[config.mk]
export PLATFORM = sky130hd
export DESIGN_NAME = mmcm_drp_sequencer
export DESIGN_NICKNAME = d
export VERILOG_FILES = /design/src/rtl/mmcm_drp_pkg.sv /design/src/rtl/mmcm_drp_sequencer_sync2.sv /design/src/rtl/mmcm_drp_sequencer.sv
export SDC_FILE = /design/constraint.sdc
export NUM_CORES = 1
export LEC_CHECK = 0
export BUFFER_PORTS_ARGS = -buffer_cell sky130_fd_sc_hd__buf_2
export CORE_MARGIN = 3
export CORE_UTILIZATION = 55
export CTS_CLUSTER_DIAMETER = 80
export DETAILED_ROUTE_END_ITERATION = 6
export PLACE_DENSITY = 0.87
export SLEW_MARGIN = 0
export SYNTH_ARGS = -nofsm -noshare
export SYNTH_HDL_FRONTEND = slang
export SYNTH_SLANG_ARGS = --single-unit
[constraint.sdc]
create_clock -name clk -period 2.7 [get_ports clk]
set_clock_uncertainty 0.15 [all_clocks]
set_input_delay 0.135 -clock clk [delete_from_list [all_inputs] [get_ports clk]]
set_output_delay 0.135 -clock clk [all_outputs]
set_load 0.05 [all_outputs]
[src/rtl/mmcm_drp_pkg.sv]
// Shared types and frequency profiles for the MMCM DRP sequencer.
// Entries are applied in table order as read-modify-write pairs.
package mmcm_drp_pkg;

  typedef struct packed {
    logic [6:0]  addr;
    logic [15:0] mask;
    logic [15:0] data;
  } drp_entry_t;

  localparam int N_ENTRIES = 4;

  // ClkReg1 keeps only its reserved bit 12; ClkReg2 keeps bits 15:10 and forces even-divide, no-delay.
  localparam drp_entry_t PROFILES [2][N_ENTRIES] = '{
    '{ '{7'h08, 16'h1000, 16'h0041}, '{7'h09, 16'hFC00, 16'h0000},
       '{7'h14, 16'h1000, 16'h0041}, '{7'h15, 16'hFC00, 16'h0000} },
    '{ '{7'h08, 16'h1000, 16'h0082}, '{7'h09, 16'hFC00, 16'h0000},
       '{7'h14, 16'h1000, 16'h0041}, '{7'h15, 16'hFC00, 16'h0000} }
  };

  typedef enum logic [3:0] {
    PWRUP_RST, LOCK_WAIT, IDLE, RST_HOLD, RD_REQ,
    RD_WAIT, WR_REQ, WR_WAIT, RELEASE, ERR
  } state_t;

endpackage

[src/rtl/mmcm_drp_sequencer_sync2.sv]
// Two-flop synchronizer for the asynchronous MMCM LOCKED signal; 2-cycle latency.
module sync2 (
  input  logic clk,
  input  logic rst_n,
  input  logic d,
  output logic q
);
  logic meta;

  always_ff @(posedge clk or negedge rst_n) begin
    if (!rst_n) begin
      meta <= 1'b0;
      q    <= 1'b0;
    end else begin
      meta <= d;
      q    <= meta;
    end
  end
endmodule

[src/rtl/mmcm_drp_sequencer.sv]
// MMCM power-up reset/lock sequencing and DRP reprogramming from stored profiles.
// One DRP access outstanding at a time; start is ignored unless IDLE.
module mmcm_drp_sequencer
  import mmcm_drp_pkg::*;
#(
  parameter int RST_HOLD_CYCLES = 64,
  parameter int DRDY_TIMEOUT    = 255,
  parameter int LOCK_TIMEOUT    = 65535
) (
  input  logic        clk,
  input  logic        rst_n,
  input  logic        start,
  input  logic        profile_sel,
  output logic        busy,
  output logic        done,
  output logic        error,
  output logic        locked_out,
  output logic        mmcm_rst,
  input  logic        mmcm_locked,
  output logic        drp_den,
  output logic        drp_dwe,
  output logic [6:0]  drp_daddr,
  output logic [15:0] drp_di,
  input  logic [15:0] drp_do,
  input  logic        drp_drdy
);
  localparam int          IDX_W     = $clog2(N_ENTRIES);
  localparam logic [31:0] HOLD_LAST = 32'(RST_HOLD_CYCLES - 1);
  localparam logic [31:0] DRDY_LIM  = 32'(DRDY_TIMEOUT);
  localparam logic [31:0] LOCK_LIM  = 32'(LOCK_TIMEOUT);
  localparam logic [IDX_W-1:0] IDX_LAST = IDX_W'(N_ENTRIES - 1);

  state_t             state, state_nxt;
  logic [31:0]        cnt, cnt_nxt;
  logic [IDX_W-1:0]   idx, idx_nxt;
  logic               sel, sel_nxt;
  logic [15:0]        wr_reg, wr_reg_nxt;
  logic               error_q, error_nxt;
  logic               rst_q, rst_nxt;
  logic               pwrup, pwrup_nxt;
  logic               lock_sync;
  drp_entry_t         entry;

  sync2 u_lock_sync (.clk(clk), .rst_n(rst_n), .d(mmcm_locked), .q(lock_sync));

  assign entry      = PROFILES[sel][idx];
  assign busy       = (state != IDLE);
  assign error      = error_q;
  assign mmcm_rst   = rst_q;
  assign locked_out = lock_sync & ~busy;

  always_ff @(posedge clk or negedge rst_n) begin
    if (!rst_n) begin
      state   <= PWRUP_RST;
      cnt     <= '0;
      idx     <= '0;
      sel     <= 1'b0;
      wr_reg  <= '0;
      error_q <= 1'b0;
      rst_q   <= 1'b1;
      pwrup   <= 1'b1;
    end else begin
      state   <= state_nxt;
      cnt     <= cnt_nxt;
      idx     <= idx_nxt;
      sel     <= sel_nxt;
      wr_reg  <= wr_reg_nxt;
      error_q <= error_nxt;
      rst_q   <= rst_nxt;
      pwrup   <= pwrup_nxt;
    end
  end

  always_comb begin
    state_nxt  = state;
    idx_nxt    = idx;
    sel_nxt    = sel;
    wr_reg_nxt = wr_reg;
    error_nxt  = error_q;
    rst_nxt    = rst_q;
    pwrup_nxt  = pwrup;
    done       = 1'b0;
    drp_den    = 1'b0;
    drp_dwe    = 1'b0;
    drp_daddr  = '0;
    drp_di     = '0;
    case (state)
      PWRUP_RST: if (cnt == HOLD_LAST) state_nxt = RELEASE;
      IDLE: begin
        if (start) begin
          sel_nxt   = profile_sel;
          error_nxt = 1'b0;
          rst_nxt   = 1'b1;
          state_nxt = RST_HOLD;
        end
      end
      RST_HOLD: begin
        rst_nxt = 1'b1;
        idx_nxt = '0;
        if (cnt == HOLD_LAST) state_nxt = RD_REQ;
      end
      RD_REQ: begin
        drp_den   = 1'b1;
        drp_daddr = entry.addr;
        state_nxt = RD_WAIT;
      end
      RD_WAIT: begin
        // drdy takes priority over a timeout landing in the same cycle
        if (drp_drdy) begin
          wr_reg_nxt = (drp_do & entry.mask) | entry.data;
          state_nxt  = WR_REQ;
        end else if (cnt == DRDY_LIM) begin
          state_nxt = ERR;
        end
      end
      WR_REQ: begin
        drp_den   = 1'b1;
        drp_dwe   = 1'b1;
        drp_daddr = entry.addr;
        drp_di    = wr_reg;
        state_nxt = WR_WAIT;
      end
      WR_WAIT: begin
        if (drp_drdy) begin
          if (idx == IDX_LAST) begin
            state_nxt = RELEASE;
          end else begin
            idx_nxt   = idx + 1'b1;
            state_nxt = RD_REQ;
          end
        end else if (cnt == DRDY_LIM) begin
          state_nxt = ERR;
        end
      end
      RELEASE: begin
        rst_nxt   = 1'b0;
        state_nxt = LOCK_WAIT;
      end
      LOCK_WAIT: begin
        // the power-up lock is silent; only requested sequences report done
        if (lock_sync) begin
          done      = ~pwrup;
          pwrup_nxt = 1'b0;
          state_nxt = IDLE;
        end else if (cnt == LOCK_LIM) begin
          pwrup_nxt = 1'b0;
          state_nxt = ERR;
        end
      end
      ERR: begin
        error_nxt = 1'b1;
        rst_nxt   = 1'b1;
        state_nxt = IDLE;
      end
      default: state_nxt = PWRUP_RST;
    endcase
    cnt_nxt = (state_nxt != state) ? '0 : cnt + 32'd1;
  end

endmodule

==> results of run 1 <==
through the flow:
step	cell area [µm²]	power [µW]	util, %	hold WS, ns	cells
3_3_place_gp	3090	2080	62.4	0.00999	405
3_5_place_dp	3090	2110	62.4	0.0147	405
6_report	3280	2630	66.4	0.0259	422
5_1_grt	3280	2790	66.4	0.0277	422
4_1_cts	3280	2640	66.4	0.0198	422
2_1_floorplan	2960	1880	-	-0.311	330
how the worst min path moves through the flow:
stage / slack [ns] / start / cells past startpoint / to
6_report: 0.03 / start / 3 / sel
3_3_place_gp: 0.01 / rst_n / 1 / wr_reg[15]
5_1_grt: 0.03 / start / 3 / sel
3_5_place_dp: 0.01 / rst_n / 1 / wr_reg[15]
4_1_cts: 0.02 / start / 3 / sel
2_1_floorplan: -0.31 / rst_n / 0 / cnt[0]
logic make-up after synthesis:
family,synth area share [%]
compound gates,7.75
xor+xnor,9.29
fa+ha+maj,0.856
buf+inv,7.15
flops,44.6
mux,0.770
other cells,0.128
simple gates,29.5
critical path: cells and delay by family (launching register included):
family | cells | cell delay [ns]
AND/OR/NAND/NOR | 3 | 1.05
flip-flops | 1 | 0.44
buffers and inverters | 1 | 0.20
AO/OA/AOI/OAI | 2 | 0.37
power by group:
| part | total [µW] | internal (µW) | switching, µW |
|---|---|---|---|
| Clock | 519 | 275 | 244 |
| Combinational | 1060 | 330 | 735 |
| Sequential | 1050 | 905 | 143 |
| Total | 2630 | 1510 | 1120 |
synthesized netlist by cell type (2+ instances only):
| cell type | count |
|---|---|
| nor3_1 | 12 |
| buf_1 | 2 |
| mux2_2 | 2 |
| a211oi_1 | 2 |
| nand2_1 | 28 |
| o21ai_0 | 9 |
| nand4_1 | 13 |
| nand2b_1 | 3 |
| dfstp_2 | 2 |
| nor3b_1 | 2 |
| dfrtp_1 | 50 |
| xnor2_1 | 17 |
| and4_1 | 7 |
| buf_4 | 13 |
| nor2b_1 | 3 |
| nor2_1 | 34 |
| and2_1 | 14 |
| xor2_1 | 14 |
| and3_1 | 4 |
| inv_1 | 8 |
| nor4_1 | 25 |
| a21oi_1 | 10 |
| buf_2 | 5 |
| ha_1 | 2 |
| clkbuf_1 | 10 |
| or4_1 | 2 |
| nand3_1 | 9 |
metal layers:
layer	vias up	GRT usage [%]	share of wire, %
met2	65	35.1	48
met3	6	4.20	4.7
met4	0	5.15	1.0
met5	-	0	0
li1	1176	-	-
met1	1117	27.6	46
timing repair:
action / 4_1_cts / 5_1_grt
hold buffers: 9 / 0
hold endpoints to repair: 30 / 0
setup endpoints to repair: 0 / 0
final cells by class:
| type | count | share of cell area, % |
|---|---|---|
| Inverter | 8 | 0.915 |
| Timing Repair Buffer | 48 | 9.60 |
| Clock inverter | 2 | 1.07 |
| Tap cell | 67 | 2.55 |
| Clock buffer | 6 | 2.21 |
| Sequential cell | 52 | 39.7 |
| Multi-Input combinational cell | 239 | 43.9 |
placed cells by master (no fill, tap or decap), types with 7 or more instances in the layout:
master and n:
nor4_1 25, and2_1 14, a21oi_1 10, buf_2 32, xnor2_1 17, nor2_1 33, nand2_1 28, o21ai_0 9
dfrtp_1 50, and4_1 7, nand4_1 13, dlygate4sd3_1 9, inv_1 8, conb_1 9, nand3_1 9, xor2_1 14
nor3_1 12
==> summary.md, run 1 <==
| Metric | Value |
|---|---|
| Outcome | finished, final reports clean |
| Worst setup SP type | flop |
| Fmax | between 400 and 500 MHz |
| CP max stage cell | or4_1 |
| Die area | 6230 µm² |
| Kind of critical path | flop to flop |
| Final hold vios | 0 |
| DRT iter0 DRCs | around 180 |
| Wirelength, routed | 5960 µm |
| Antenna Nets Post-Route | 0 |
| Period utilisation layout | between 80 and 90% |
| Max incr delay on CP | ~0.59 ns |
| Global-route usage over all layers | ~21% |
| Synth top area cells | dfrtp_1, nor4_1, xnor2_1, nor2_1, xor2_1 |
| Leading area contributor after synthesis | dfrtp_1 |
| Root Buffer | clkbuf_8 |
| Multi-input gate area | 1440 µm² |
| Worst-case clock buffer depth | 2 |
| Area growth from synthesis to layout | 12.3% |
| PnR worst setup slack | approximately 0.37 ns |
| CP arrival | 2.37 ns |
| R2R cell count | 6 |
| Hold Path Class | primary input to flop |
| Max reg flops | 32 |
| Initial core utilization | 59.1% |
| Seq/Total Area, Yosys | between 40% and 50% |
| Leakage | approximately 0.0014 µW |
| CP dominant cell by count | nor4_1 |
| Residual DRC | 0 |
| Number of detailed-route iterations in the first pass | 4 |
| Pin count of the biggest net entering global routing | 33 |
| Worst R2R Start | cnt[8] |
| Core area | around 4900 µm² |
| Synth Flop Type | dfrtp_1 |
| Clock Sinks | 52 |
| Post-CTS Resized | 0 |
| Number of synthesized flops with an enable pin | 0 |
| Worst skew pair latency | about 0.30 ns |
| Setup TNS | 0 ns |
| Synth Register Bits | 52 |
| # diodes | 0 |
| Filler cells | roughly 400 |
| PortBufs | 32 |
| Drt wl/cell | between 10 and 15 µm |
| CTS Buf Count | 5 |
| IR drop worst, VDD | 0.505 mV |
| Async SR Flop Fraction | 100% |
| Worst r2r dst | cnt[16] |
| Initial antenna violation count | 0 |
| Critical Path End | cnt[16] |
| Worst-path fanout max | 32 |
| RSZ-0062 raised after global routing | no |
| # IOs | 52 |
| Vias in the first global route | about 2300 |
| Routability congestion estimate | about 0.83 |
| Worst EP required | 2.74 ns |
| Final setup viols | 0 |
| Crit path cell chain | or4_1 > nor4_1 > a21oi_1 > o21ai_2 > buf_12 > nor4_1 |
| NumNets Final | 378 |
| Slew @ Worst Pin | approximately 0.59 ns |
| H-tree levels | 2 |
| PwrDens | about 800 nW/µm² |
| Fin. max-slew vios | 0 |
| Top-area cell type share of the netlist area | 42.8% |
| Critical Path Start | cnt[8] |
| FF+latch area | between 1000 and 1500 µm² |
| Clock transition at path regs | roughly 0.09 ns |
| Dpl hpwl | 4130 µm |
| Number of vias in the routed layout | approximately 2400 |
| Cells after Synth | 322 |
| Dpl ws | roughly 0.50 ns |
| YS warnings | 0 |
| First-pass GRT wire length | approximately 10000 µm |
| Via-per-instance ratio | about 5.6 |
| Synthesized area | 2920 µm² |
| Layout cell share with drive strength beyond 1 | roughly 16% |
| CTS tree | done |
| Period minus WS final | 2.33 ns |
| Slew Limit Headroom | roughly three fifths |
| Die W | about 79 µm |
| Maxcap violations | 0 |
| Row count | 25 |
| Congestion Overflow GR | 0 |
| R2r setup slk | between 0.3 and 0.4 ns |
| Die H | between 70 and 80 µm |
| Synthesized area per cell | 9.08 µm² |
| Setup crit end kind | flop |
| Yosys cell types | 47 |
| Post CTS Setup Buffer Count | 0 |
Power figures use the tool's default switching activity.
==> run 2, diff against run 1 <==
- CELL_PAD_IN_SITES_DETAIL_PLACEMENT: not set -> 0
- CELL_PAD_IN_SITES_GLOBAL_PLACEMENT: not set -> 2
- CORE_UTILIZATION: 55 -> 34
- PLACE_DENSITY: 0.87 -> 0.88
==> run 2 against run 1 <==
Against the previous run: via count shrank 1.7%; worst hold slack gained 0.013 ns; global-route usage shrank 7.1 points; power grew 0.88%; core utilization shrank 26 points; maximum frequency shrank 0.20%; cell count grew 9.5%; final area grew 2.0%; critical endpoint is now cnt[27]; combinational power is essentially flat; critical path depth is the same; non-clock buffer count grew 2.
==> summary.md, run 2 (synthesized netlist as in run 1, its figures left out) <==
| Metric | Value |
|---|---|
| Worst r2r dst | cnt[27] (was cnt[16]) |
| Via-per-instance ratio | 5.03 (was 5.60) |
| Wirelength, routed | 6460 µm (was 5960 µm) |
| Commonest non-fill, non-tap cell in the layout | dfrtp_1 (unchanged) |
| Area growth from synthesis to layout | 14.6% (was 12.3%) |
| Core area | 8300 µm² (was 4940 µm²) |
| Antenna Nets Post-Route | 0 (unchanged) |
| Drt wl/cell | 14.0 µm (was 14.1 µm) |
| Initial core utilization | 35.2% (was 59.1%) |
| Worst EP required | 2.73 ns (was 2.74 ns) |
| CTS tree | done (unchanged) |
| Hold_ws | 0.0387 ns (was 0.0259 ns) |
| H-tree levels | 2 (unchanged) |
| Congestion Overflow GR | 0 (unchanged) |
| Dpl hpwl | 4570 µm (was 4130 µm) |
| Hold Path Class | primary input to flop (unchanged) |
| First-pass GRT wire length | 11100 µm (was 10400 µm) |
| Leakage | 0.00144 µW (was 0.00143 µW) |
| CP arrival | 2.36 ns (was 2.37 ns) |
| Overall power | 2660 µW (was 2630 µW) |
| Die area | 9740 µm² (was 6230 µm²) |
| Critical Path End | cnt[27] (was cnt[16]) |
| Die W | 98.7 µm (was 78.9 µm) |
| # IOs | 52 (unchanged) |
| DRT iter0 DRCs | 100 (was 181) |
| Die H | 98.7 µm (was 78.9 µm) |
| Vias in the first global route | 2277 (was 2283) |
| PwrDens | 793 nW/µm² (was 802 nW/µm²) |
| NumNets Final | 380 (was 378) |
| Final setup viols | 0 (unchanged) |
| Final hold vios | 0 (unchanged) |
| Worst skew pair latency | 0.30 ns (about the same) |
| Outcome | finished, final reports clean (unchanged) |
| Worst-case clock buffer depth | 2 (unchanged) |
| Setup crit end kind | flop (unchanged) |
| Root Buffer | clkbuf_8 (unchanged) |
| Clock Sinks | 52 (unchanged) |
| Period minus WS final | 2.34 ns (was 2.33 ns) |
| CTS Buf Count | 5 (unchanged) |
| Clock transition at path regs | 0.10 ns (was 0.09 ns) |
| Layout Cells excl Fill | 462 (was 422) |
| Most frequent cells in the layout | dfrtp_1, nor2_1, buf_2, nand2_1, nor4_1 (unchanged) |
| Period utilisation layout | 86.6% (was 86.4%) |
| Post-Place Cells | 445 (was 405) |
| Critical Path Start | cnt[28] (was cnt[8]) |
| Number of detailed-route iterations in the first pass | 4 (unchanged) |
| Setup TNS | 0 ns (unchanged) |
| R2r setup slk | 0.36 ns (was 0.37 ns) |
| RSZ-0062 raised after global routing | no (unchanged) |
| Number of vias in the routed layout | 2323 (was 2364) |
| Global-route usage over all layers | 13.7% (was 20.8%) |
| Worst R2R Start | cnt[28] (was cnt[8]) |
| R2R cell count | 6 (unchanged) |
| Post-CTS Resized | 0 (unchanged) |
| Residual DRC | 0 (unchanged) |
| # diodes | 0 (unchanged) |
| Row count | 33 (was 25) |
| Fin. max-slew vios | 0 (unchanged) |
| PortBufs | 32 (unchanged) |
| Layout cell share with drive strength beyond 1 | 16.5% (was 15.8%) |
| Worst setup SP type | flop (unchanged) |
| Fmax | 428 MHz (was 429 MHz) |
| Initial antenna violation count | 0 (unchanged) |
| Worst-path fanout max | 18 (was 32) |
| IR drop worst, VDD | 0.380 mV (was 0.505 mV) |
| Routability congestion estimate | 0.777 (was 0.831) |
| Maxcap violations | 0 (unchanged) |
| Max reg flops | 32 (unchanged) |
| Pin count of the biggest net entering global routing | 33 (unchanged) |
| Kind of critical path | flop to flop (unchanged) |
-- run 2: layout make-up --
class                           count  area, µm²
Fill cell                         845       4950
Clock inverter                      3       42.5
Multi-Input combinational cell    239       1440
Inverter                            8       30.0
Sequential cell                    52       1300
Timing Repair Buffer               50        330
Clock buffer                        5       68.8
Tap cell                          105        131
-- run 2: stage by stage --
| stage | setup WS (ns) | instance area [µm²] | util (%) |
|---|---|---|---|
| final | 0.362 | 3350 | 40.4 |
| after global routing | 0.246 | 3350 | 40.4 |
| after CTS | 0.367 | 3350 | 40.4 |
| after detailed placement | 0.382 | 3150 | 37.9 |
| after global placement | 0.449 | 3150 | 37.9 |
| after floorplan | 0.0758 | 2960 | - |
-- run 2: critical path, stage by stage (launching register included) --
cell and delay [ns]:
dfrtp_1 0.43, nor4_1 0.44, and4_1 0.38, nand2_2 0.13, o41ai_4 0.32, buf_4 0.28, nor4_1 0.09
-- run 2: how the worst min path moves through the flow --
stage | startpoint | to | cells after the start
floorplan | rst_n | cnt[0] | 0
global route | start | sel | 3
global placement | rst_n | idx[0] | 1
detailed placement | rst_n | idx[1] | 1
CTS | start | sel | 3
finish | start | sel | 3
-- run 2: routing by layer --
metal | share of wire (%) | track usage [%] | wire, µm
met2 | 48 | 23.0 | 3080
met5 | 0 | 0 | 0
met4 | 0.29 | 2.42 | 19
met3 | 4.9 | 2.69 | 314
met1 | 47 | 18.5 | 3050
-- run 2: repair_timing --
| action | 4_1_cts | 5_1_grt |
|---|---|---|
| hold buffers | 9 | 0 |
| endpoints found under the hold margin | 23 | 0 |
| setup buffers | 0 | 0 |
-- run 2: power breakdown --
part / total (µW) / leakage [µW] / switching, µW / internal [µW]
Clock: 534 / 0.0000541 / 259 / 275
Sequential: 1050 / 0.000690 / 149 / 905
Combinational: 1070 / 0.000693 / 732 / 336
Total: 2660 / 0.00144 / 1140 / 1510
